**config.mk**
```make
export PLATFORM = sky130hd
export DESIGN_NAME = regfile_psr
export DESIGN_NICKNAME = d
export VERILOG_FILES = /design/src/rtl/regfile_psr.sv
export SDC_FILE = /design/constraint.sdc
export NUM_CORES = 1
export LEC_CHECK = 0
export ABC_CLOCK_PERIOD_IN_PS = 1700
export CAP_MARGIN = 25
export CORE_MARGIN = 8
export CORE_UTILIZATION = 57
export CTS_BUF_LIST = sky130_fd_sc_hd__clkbuf_4
export DETAILED_ROUTE_END_ITERATION = 12
export PLACE_DENSITY = 0.87
export SKIP_LAST_GASP = 1
export SYNTH_ARGS = -nofsm -noshare
export SYNTH_HDL_FRONTEND = slang
export SYNTH_SLANG_ARGS = --single-unit
```
**constraint.sdc**
```tcl
create_clock -name clk -period 1.7 [get_ports clk]
set_input_delay 0.255 -clock clk [delete_from_list [all_inputs] [get_ports clk]]
set_output_delay 0.255 -clock clk [all_outputs]
set_load 0.05 [all_outputs]
```
**src/rtl/regfile_psr.sv**
```systemverilog
// Register file with synchronous dual read ports, write-through bypass, and a
// maskable processor status register driving a branch-condition evaluator.
module regfile_psr #(
    parameter int unsigned WIDTH = 16,
    parameter int unsigned NREGS = 16
) (
    input  logic             clk,
    input  logic             reset,
    input  logic             wr_en,
    input  logic [3:0]       wr_addr,
    input  logic [WIDTH-1:0] wr_data,
    input  logic [3:0]       rd_addr_src,
    input  logic [3:0]       rd_addr_dest,
    output logic [WIDTH-1:0] rsrc,
    output logic [WIDTH-1:0] rdest,
    input  logic [4:0]       flags_in,
    input  logic [4:0]       flag_en,
    output logic [4:0]       psr,
    input  logic [3:0]       cond,
    output logic             cond_true
);

    logic [WIDTH-1:0] regs_q [NREGS];
    logic [WIDTH-1:0] regs_d [NREGS];
    logic [WIDTH-1:0] rsrc_q, rsrc_d;
    logic [WIDTH-1:0] rdest_q, rdest_d;
    logic [4:0]       psr_q, psr_d;
    logic             wr_hit;

    // Writes to indices beyond NREGS are dropped and never bypassed.
    assign wr_hit = wr_en && (32'(wr_addr) < NREGS);

    always_comb begin
        regs_d  = regs_q;
        rsrc_d  = '0;
        rdest_d = '0;
        for (int i = 0; i < int'(NREGS); i++) begin
            if (wr_hit && wr_addr == 4'(i)) begin
                regs_d[i] = wr_data;
            end
            if (rd_addr_src == 4'(i)) begin
                rsrc_d = regs_q[i];
            end
            if (rd_addr_dest == 4'(i)) begin
                rdest_d = regs_q[i];
            end
        end
        if (wr_hit && rd_addr_src == wr_addr) begin
            rsrc_d = wr_data;
        end
        if (wr_hit && rd_addr_dest == wr_addr) begin
            rdest_d = wr_data;
        end
        psr_d = (psr_q & ~flag_en) | (flags_in & flag_en);
    end

    always_ff @(posedge clk) begin
        if (reset) begin
            for (int i = 0; i < int'(NREGS); i++) begin
                regs_q[i] <= '0;
            end
            rsrc_q  <= '0;
            rdest_q <= '0;
            psr_q   <= '0;
        end else begin
            for (int i = 0; i < int'(NREGS); i++) begin
                regs_q[i] <= regs_d[i];
            end
            rsrc_q  <= rsrc_d;
            rdest_q <= rdest_d;
            psr_q   <= psr_d;
        end
    end

    assign rsrc  = rsrc_q;
    assign rdest = rdest_q;
    assign psr   = psr_q;

    // PSR bit order: [0]=C, [1]=L, [2]=F, [3]=Z, [4]=N.
    always_comb begin
        cond_true = 1'b0;
        case (cond)
            4'd0:    cond_true = psr_q[3];
            4'd1:    cond_true = !psr_q[3];
            4'd2:    cond_true = psr_q[0];
            4'd3:    cond_true = !psr_q[0];
            4'd4:    cond_true = psr_q[1];
            4'd5:    cond_true = !psr_q[1];
            4'd6:    cond_true = psr_q[4];
            4'd7:    cond_true = !psr_q[4];
            4'd8:    cond_true = psr_q[2];
            4'd9:    cond_true = !psr_q[2];
            4'd10:   cond_true = !psr_q[1] && !psr_q[3];
            4'd11:   cond_true = psr_q[1] || psr_q[3];
            4'd12:   cond_true = !psr_q[4] && !psr_q[3];
            4'd13:   cond_true = psr_q[4] || psr_q[3];
            4'd14:   cond_true = 1'b1;
            default: cond_true = 1'b0;
        endcase
    end

endmodule

```
==> impl_metrics.json <==
{
  "ant_nets": 0,
  "place_inst": 2780,
  "period_share_pct": 142.3,
  "area_growth_syn_to_layout_pct": 29.04,
  "path_clk_slew_ps": 70,
  "drt_wl_total_mm": 76.17,
  "clock_skew_ps": 63.70,
  "drive_gt1_share_pct": 23.84,
  "routedWlPerCell_um": 26.03,
  "grt_pass1_vias": 18941,
  "grt_pass1_wl_mm": 112.8,
  "violations": "negative setup slack",
  "fin_ws_ps": -719.9,
  "vias": 19638,
  "p_leak_nw": 7.889,
  "crit_cells": 5,
  "slowest_delay_ps": 630,
  "vias_per_cell": 6.712,
  "status": "finished with violations",
  "pwr-share-clk_pct": 40.1,
  "period_needed_ps": 2420,
  "p_per_area_mw_per_mm2": 813.2,
  "critPathArrivalTime_ps": 3070,
  "comb_power_share_pct": 17.7,
  "drtIter0Drc": 3323,
  "tightest_slew_ps": 749.4,
  "die_x_um": 184.1,
  "ys_types": 78,
  "slew_violations": 0,
  "critical-path-slowest-cell": "o211ai_1",
  "critical_path_required_ps": 2350,
  "cts_buffers": 81,
  "crit_fanout": 2,
  "timing.max_cap.violations": 0,
  "hold_class": "in -> reg",
  "first_pass_iters": 10,
  "crit_buf_inv": 0,
  "clk_latency_ps": 760,
  "syn_area_per_cell_um2": 7.361,
  "seqPwrFrac_pct": 42.1,
  "worstSetupPathType": "reg -> reg",
  "num_rows": 61,
  "ys_seq_area_share_pct": 36.40,
  "rsz0062_at_grt": "yes",
  "synth_edf_count": 0,
  "yosys_warnings": 0,
  "syn_area_mm2": 0.01611,
  "switchingPower_w": 0.005146,
  "overflow": 0,
  "hold_viol_final": 0,
  "route.detailed.drc": 0,
  "intPower_w": 0.01176,
  "end_kind": "register",
  "finalSetupViolCount": 7,
  "ff2ff_setup_slack_ps": -720,
  "num_io_pins": 83,
  "synth-main-ff-cell": "dfxtp_1",
  "fin_nets": 2532,
  "core-area_mm2": 0.02778,
  "swShare_pct": 30.43,
  "min_from": "flags_in[3]",
  "peakVddDrop_v": 0.0006395,
  "startpoint": "regs_q[243]$_SDFFE_PP0P_",
  "synth_seq_cells": 293,
  "maxSlewHeadroom_pct": 49.82,
  "cp-start-kind": "register",
  "cp_top_family": "compound AO/OA/AOI/OAI gates",
  "synthArstFlopShare_pct": 0,
  "cts_root_buf": "clkbuf_4",
  "io_buffers": 82,
  "grt_use_total_pct": 43.86,
  "die_y_um": 184.1,
  "layoutNonFillerInstCount": 2926,
  "place_congestion": 1.070,
  "max_freq_mhz": 413.2,
  "cts_tree": "yes",
  "path_cells": "mux4_2 > o211ai_1 > a32oi_1 > or3_1 > a32o_1",
  "crit_end": "rsrc[3]$_SDFF_PP0_",
  "antenna_found_initial": 1,
  "syn-num-nets": 2234,
  "syn_inst": 2189,
  "dp_hpwl_mm": 54.12,
  "cts_max_level": 3,
  "reg2reg_from": "regs_q[243]$_SDFFE_PP0P_",
  "initial_core_util_pct": 58.00,
  "dieArea_mm2": 0.03390,
  "fin_util_pct": 74.84,
  "r2r_end": "rsrc[3]$_SDFF_PP0_",
  "clockBufferDepth": 3,
  "grt_max_degree": 94,
  "r2r_cells": 5,
  "cts.sinks": 293
}
==> worst min-delay path by stage <==
stage	to	slack (ps)	cells after the start
floorplan	register	400	2
global placement	regs_q[99]$_SDFFE_PP0P_	440	2
detailed placement	regs_q[47]$_SDFFE_PP0P_	450	2
CTS	register	120	3
global route	register	150	3
finish	register	160	3
==> routing by layer <==
layer  GRT usage (%)  wire, um  vias to the layer above
met1           52.87     27100                     9182
met4           30.14      5885                        0
met2           66.04     32390                     1699
met3           13.94     10800                      452
li1                -         -                     8305
met5               0         0                        -
==> synthesized netlist by cell type (10+ instances only) <==
cell / number / area [um^2]
nor2_1: 115 / 431.7
dfxtp_1: 293 / 5866
a211oi_1: 22 / 165.2
o21ai_0: 109 / 545.5
nand3_1: 16 / 80.08
a21oi_1: 339 / 1697
mux2_2: 16 / 180.2
a31oi_1: 12 / 75.07
clkbuf_1: 114 / 427.9
mux2i_1: 91 / 910.9
nor2b_1: 20 / 125.1
a32oi_1: 10 / 87.58
buf_2: 58 / 290.3
inv_1: 17 / 63.81
buf_4: 21 / 157.7
nand2_1: 611 / 2293
o2bb2ai_1: 13 / 113.9
nor3_1: 23 / 115.1
o22ai_1: 26 / 162.7
a221oi_1: 23 / 201.4
o211ai_1: 17 / 127.6
nand2b_1: 19 / 118.9
mux4_2: 15 / 337.8
a22oi_1: 21 / 157.7
==> metrics by stage <==
stage | setup TNS, ps | area (um^2) | power [W] | hold slack [ps] | setup slack [ps]
finish | -2061 | 20790 | 0.01691 | 164.8 | -719.9
global route | -2234 | 20790 | 0.01739 | 152.6 | -701.8
CTS | -1411 | 20650 | 0.01673 | 116.4 | -594.9
detailed placement | -123040 | 19470 | 0.01006 | 446.7 | -871.9
global placement | -110510 | 19470 | 0.01002 | 444.2 | -848.0
floorplan | -71.67 | 16130 | 0.008685 | 402.1 | -39.12
==> timing repair <==
action	in CTS	in global routing
buffers inserted	3	0
pin swaps	21	19
hold endpoints to repair	40	0
endpoints found under the setup margin	24	31
gates resized for setup	27	39
hold buffers	1	0
cloned	0	0
==> state kept, by name, summed over array words and instances, names as in the netlist, named ones only <==
register  flops
regs_q      256
rsrc         16
rdest        16
==> cell families (layout without fill, tap and decap cells) <==
kind of cell | Yosys count | after routing | share of synthesized area [%]
AND/OR/NAND/NOR | 870 | 870 | 22.60
AO/OA/AOI/OAI | 669 | 669 | 24.93
flip-flops | 293 | 293 | 36.40
buffers and inverters | 224 | 581 | 6.577
multiplexers | 124 | 124 | 9.008
XOR/XNOR | 9 | 9 | 0.4892
other | 0 | 2 | 0
==> layout make-up <==
cell class | count | area, um^2
multi-input cells | 1672 | 9399
fillers | 2128 | 6989
flip-flops and latches | 293 | 5892
repair buffers | 419 | 3886
clock buffers | 118 | 885.9
well taps | 378 | 473.0
clock inverters | 24 | 176.4
inverters | 20 | 75.07
diodes | 2 | 5.005
==> cell usage in the layout, fill, tap and decap left out, types with 8 or more instances in the layout <==
cell type	synthesis	routed
a211oi_1	22	21
a21oi_1	339	337
a221oi_1	23	14
a221oi_2	0	9
a22oi_1	21	21
a2bb2oi_1	9	9
a31oi_1	12	12
a32oi_1	10	10
and3_1	8	8
buf_12	0	50
buf_4	21	324
clkbuf_4	0	118
clkdlybuf4s50_1	0	36
clkinv_1	1	18
dfxtp_1	293	276
dfxtp_2	0	15
inv_1	17	16
mux2_2	16	16
mux2i_1	91	91
mux4_2	15	15
nand2_1	611	608
nand2b_1	19	19
nand3_1	16	15
nand4_1	9	9
nor2_1	115	113
nor2b_1	20	18
nor3_1	23	19
nor4_1	9	8
o211ai_1	17	17
o21ai_0	109	107
o22ai_1	26	24
o2bb2ai_1	13	13
==> tightest hold or removal path, cell delays in order <==
cell and delay (ps):
clkdlybuf4s50_1 400, mux2i_1 130, nor2_1 50
==> power by group through the flow <==
stage               sequential, W  clock [W]  combinational [W]
floorplan                 0.00740          0            0.00128
global placement          0.00726          0            0.00276
detailed placement        0.00726          0            0.00279
CTS                       0.00711    0.00679            0.00283
global route              0.00712    0.00719            0.00308
finish                    0.00712    0.00679            0.00300
Note: power is estimated with default switching activity, not from simulation.
==> RTL edit, RTL diff (same settings) <==
Register the output `rdest` once more, cleared by the reset; this adds one clock of latency there. The other outputs are not delayed to match.
--- a/src/rtl/regfile_psr.sv
+++ b/src/rtl/regfile_psr.sv
@@ -73,7 +73,13 @@
     end
 
     assign rsrc  = rsrc_q;
-    assign rdest = rdest_q;
+    always_ff @(posedge clk) begin
+        if (reset) begin
+            rdest <= '0;
+        end else begin
+            rdest <= rdest_q;
+        end
+    end
     assign psr   = psr_q;
 
     // PSR bit order: [0]=C, [1]=L, [2]=F, [3]=Z, [4]=N.
Function: changed (a bounded check fails within 4 cycles, from zero or initial values and one cycle with reset high).
==> RTL edit against the unedited design <==
The flow still finishes with violations (setup timing). Design area grew 1.5%. Fmax grew 5.7%. Setup slack gained 0.13 ns. Hold slack lost 0.013 ns. Register-to-register slack gained 0.67 ns. Routed wire length shrank 7.2%. Power grew 3.2%. Synthesized area grew 2.6%. Sequential share of layout area grew 1.0 points. Sequential cell count grew 16.
==> RTL edit: results (changes against the unedited design) <==
status finished with violations; failing checks setup timing; syn_nets 2194 (-1.8%); leak pwr 7.98 nW (+1.2%); Worst Path Max Fanout 4 (+2); setup violators final 4 (-3); Synth top area share 37.4% (+1.0 points); crit path setup slack, layout -0.590 ns (+0.130 ns); synth unique cells 79 (+1.3%); WL met2 31900 µm (-1.4%); drt total wl 70700 µm (-7.2%); crit path DAT 2.04 ns (-1.03 ns); slowest stage delay, CP 0.36 ns (-0.27 ns); largest net degree at the start of global routing 67 (-29%); synth cell count leaders nand2_1 (601), a21oi_1 (348), dfxtp_1 (309), nor2_1 (120), o21ai_0 (114); DP Cell Count 2733 (-1.7%); HP Start flags_in[4]; gpl congestion 1.03 (-3.7%); crit path max-delay cell type dfxtp_4; HPWL after detailed placement 50800 µm (-6.2%); internal power 12.3 mW (+4.9%); first-pass GRT wire length 105000 µm (-6.7%); Via Count 18700 (-4.6%); drt first pass iters 6 (-4); worst r2r src regs_q[196]$_SDFFE_PP0P_; family with the most delay on the worst path flip-flops; Post-Layout Cell Count 2886 (-1.4%); share of layout cells above drive strength 1 24.7% (+0.83 points); Clock Skew 0.0478 ns (-0.0159 ns); Synth area leaders dfxtp_1 (37%), nand2_1 (14%), a21oi_1 (11%); Worst VDD drop 700 µV (+9.4%); layout net count 2486 (-1.8%); initial antenna violation count 2 (+1); GRT Overall Usage 38.5% (-5.3 points); cell area after placement 19800 µm² (+1.5%); setup TNS -0.689 ns (+1.37 ns); flop-to-flop setup slack -0.05 ns (+0.67 ns); r2r endpoint rdest_q[4]$_SDFF_PP0_; number of global-route vias before repair 18000 (-4.8%); DRT met1 WL 25900 µm (-4.3%); clk_lat worst skew 0.73 ns (-0.03 ns)
RTL edit: final cells by class:
type | count | area (µm²)
Antenna cell | 1 | 2.50
Clock buffer | 125 | 938
Multi-Input combinational cell | 1632 | 9400
Tap cell | 384 | 480
Sequential cell | 309 | 6200
Clock inverter | 22 | 170
Timing Repair Buffer | 397 | 3860
Fill cell | 2181 | 7510
Inverter | 16 | 60.1
RTL edit: logic make-up after synthesis:
kind of cell | after synthesis | share of synthesized area (%)
buf+inv | 208 | 6.88
compound gates | 639 | 22.6
mux | 134 | 11.1
simple gates | 850 | 21.5
xor+xnor | 9 | 0.477
flops | 309 | 37.4
RTL edit: worst max path at each step:
stage,startpoint,endpoint,cells after the start
after detailed placement,rd_addr_dest[2],rdest_q[11]$_SDFF_PP0_,8
after global routing,flop,cond_true,6
after floorplan,rd_addr_dest[0],rdest_q[3]$_SDFF_PP0_,6
after global placement,rd_addr_dest[2],rdest_q[11]$_SDFF_PP0_,8
final,flop,cond_true,6
after CTS,flop,cond_true,6
RTL edit: through the flow:
step	hold WS, ns	setup WS (ns)
floorplan	0.401	0.0119
global placement	0.416	-1.07
detailed placement	0.425	-1.04
CTS	0.103	-0.620
global route	0.149	-0.675
finish	0.152	-0.590
RTL edit: worst reg2reg max path, delay by kind of cell, from the launching register on:
family | cells | cell delay (ns)
muxes | 1 | 0.51
AOI/OAI and AO/OA | 4 | 0.74
DFF | 1 | 0.33
RTL edit: what timing repair did:
action                                  CTS  global route
buffers inserted                          3             2
endpoints found under the hold margin    34             0
hold buffers                              1             0
pin swaps                                10            13
gates resized for setup                  22            28
endpoints found under the setup margin   12            15
RTL edit: per-layer routing:
| layer | vias up | GRT usage [%] |
|---|---|---|
| met5 | - | 0 |
| met4 | 2 | 23.5 |
| met3 | 325 | 9.21 |
| met2 | 1436 | 60.9 |
| met1 | 8861 | 47.1 |
| li1 | 8106 | - |
RTL edit: power by group through the flow:
stage | registers (mW) | clock network, mW | logic (mW)
after global placement | 7.66 | 0 | 2.66
final | 7.51 | 7.09 | 2.85
after detailed placement | 7.66 | 0 | 2.69
after floorplan | 7.77 | 0 | 1.30
after global routing | 7.51 | 7.50 | 2.95
after CTS | 7.50 | 7.09 | 2.74
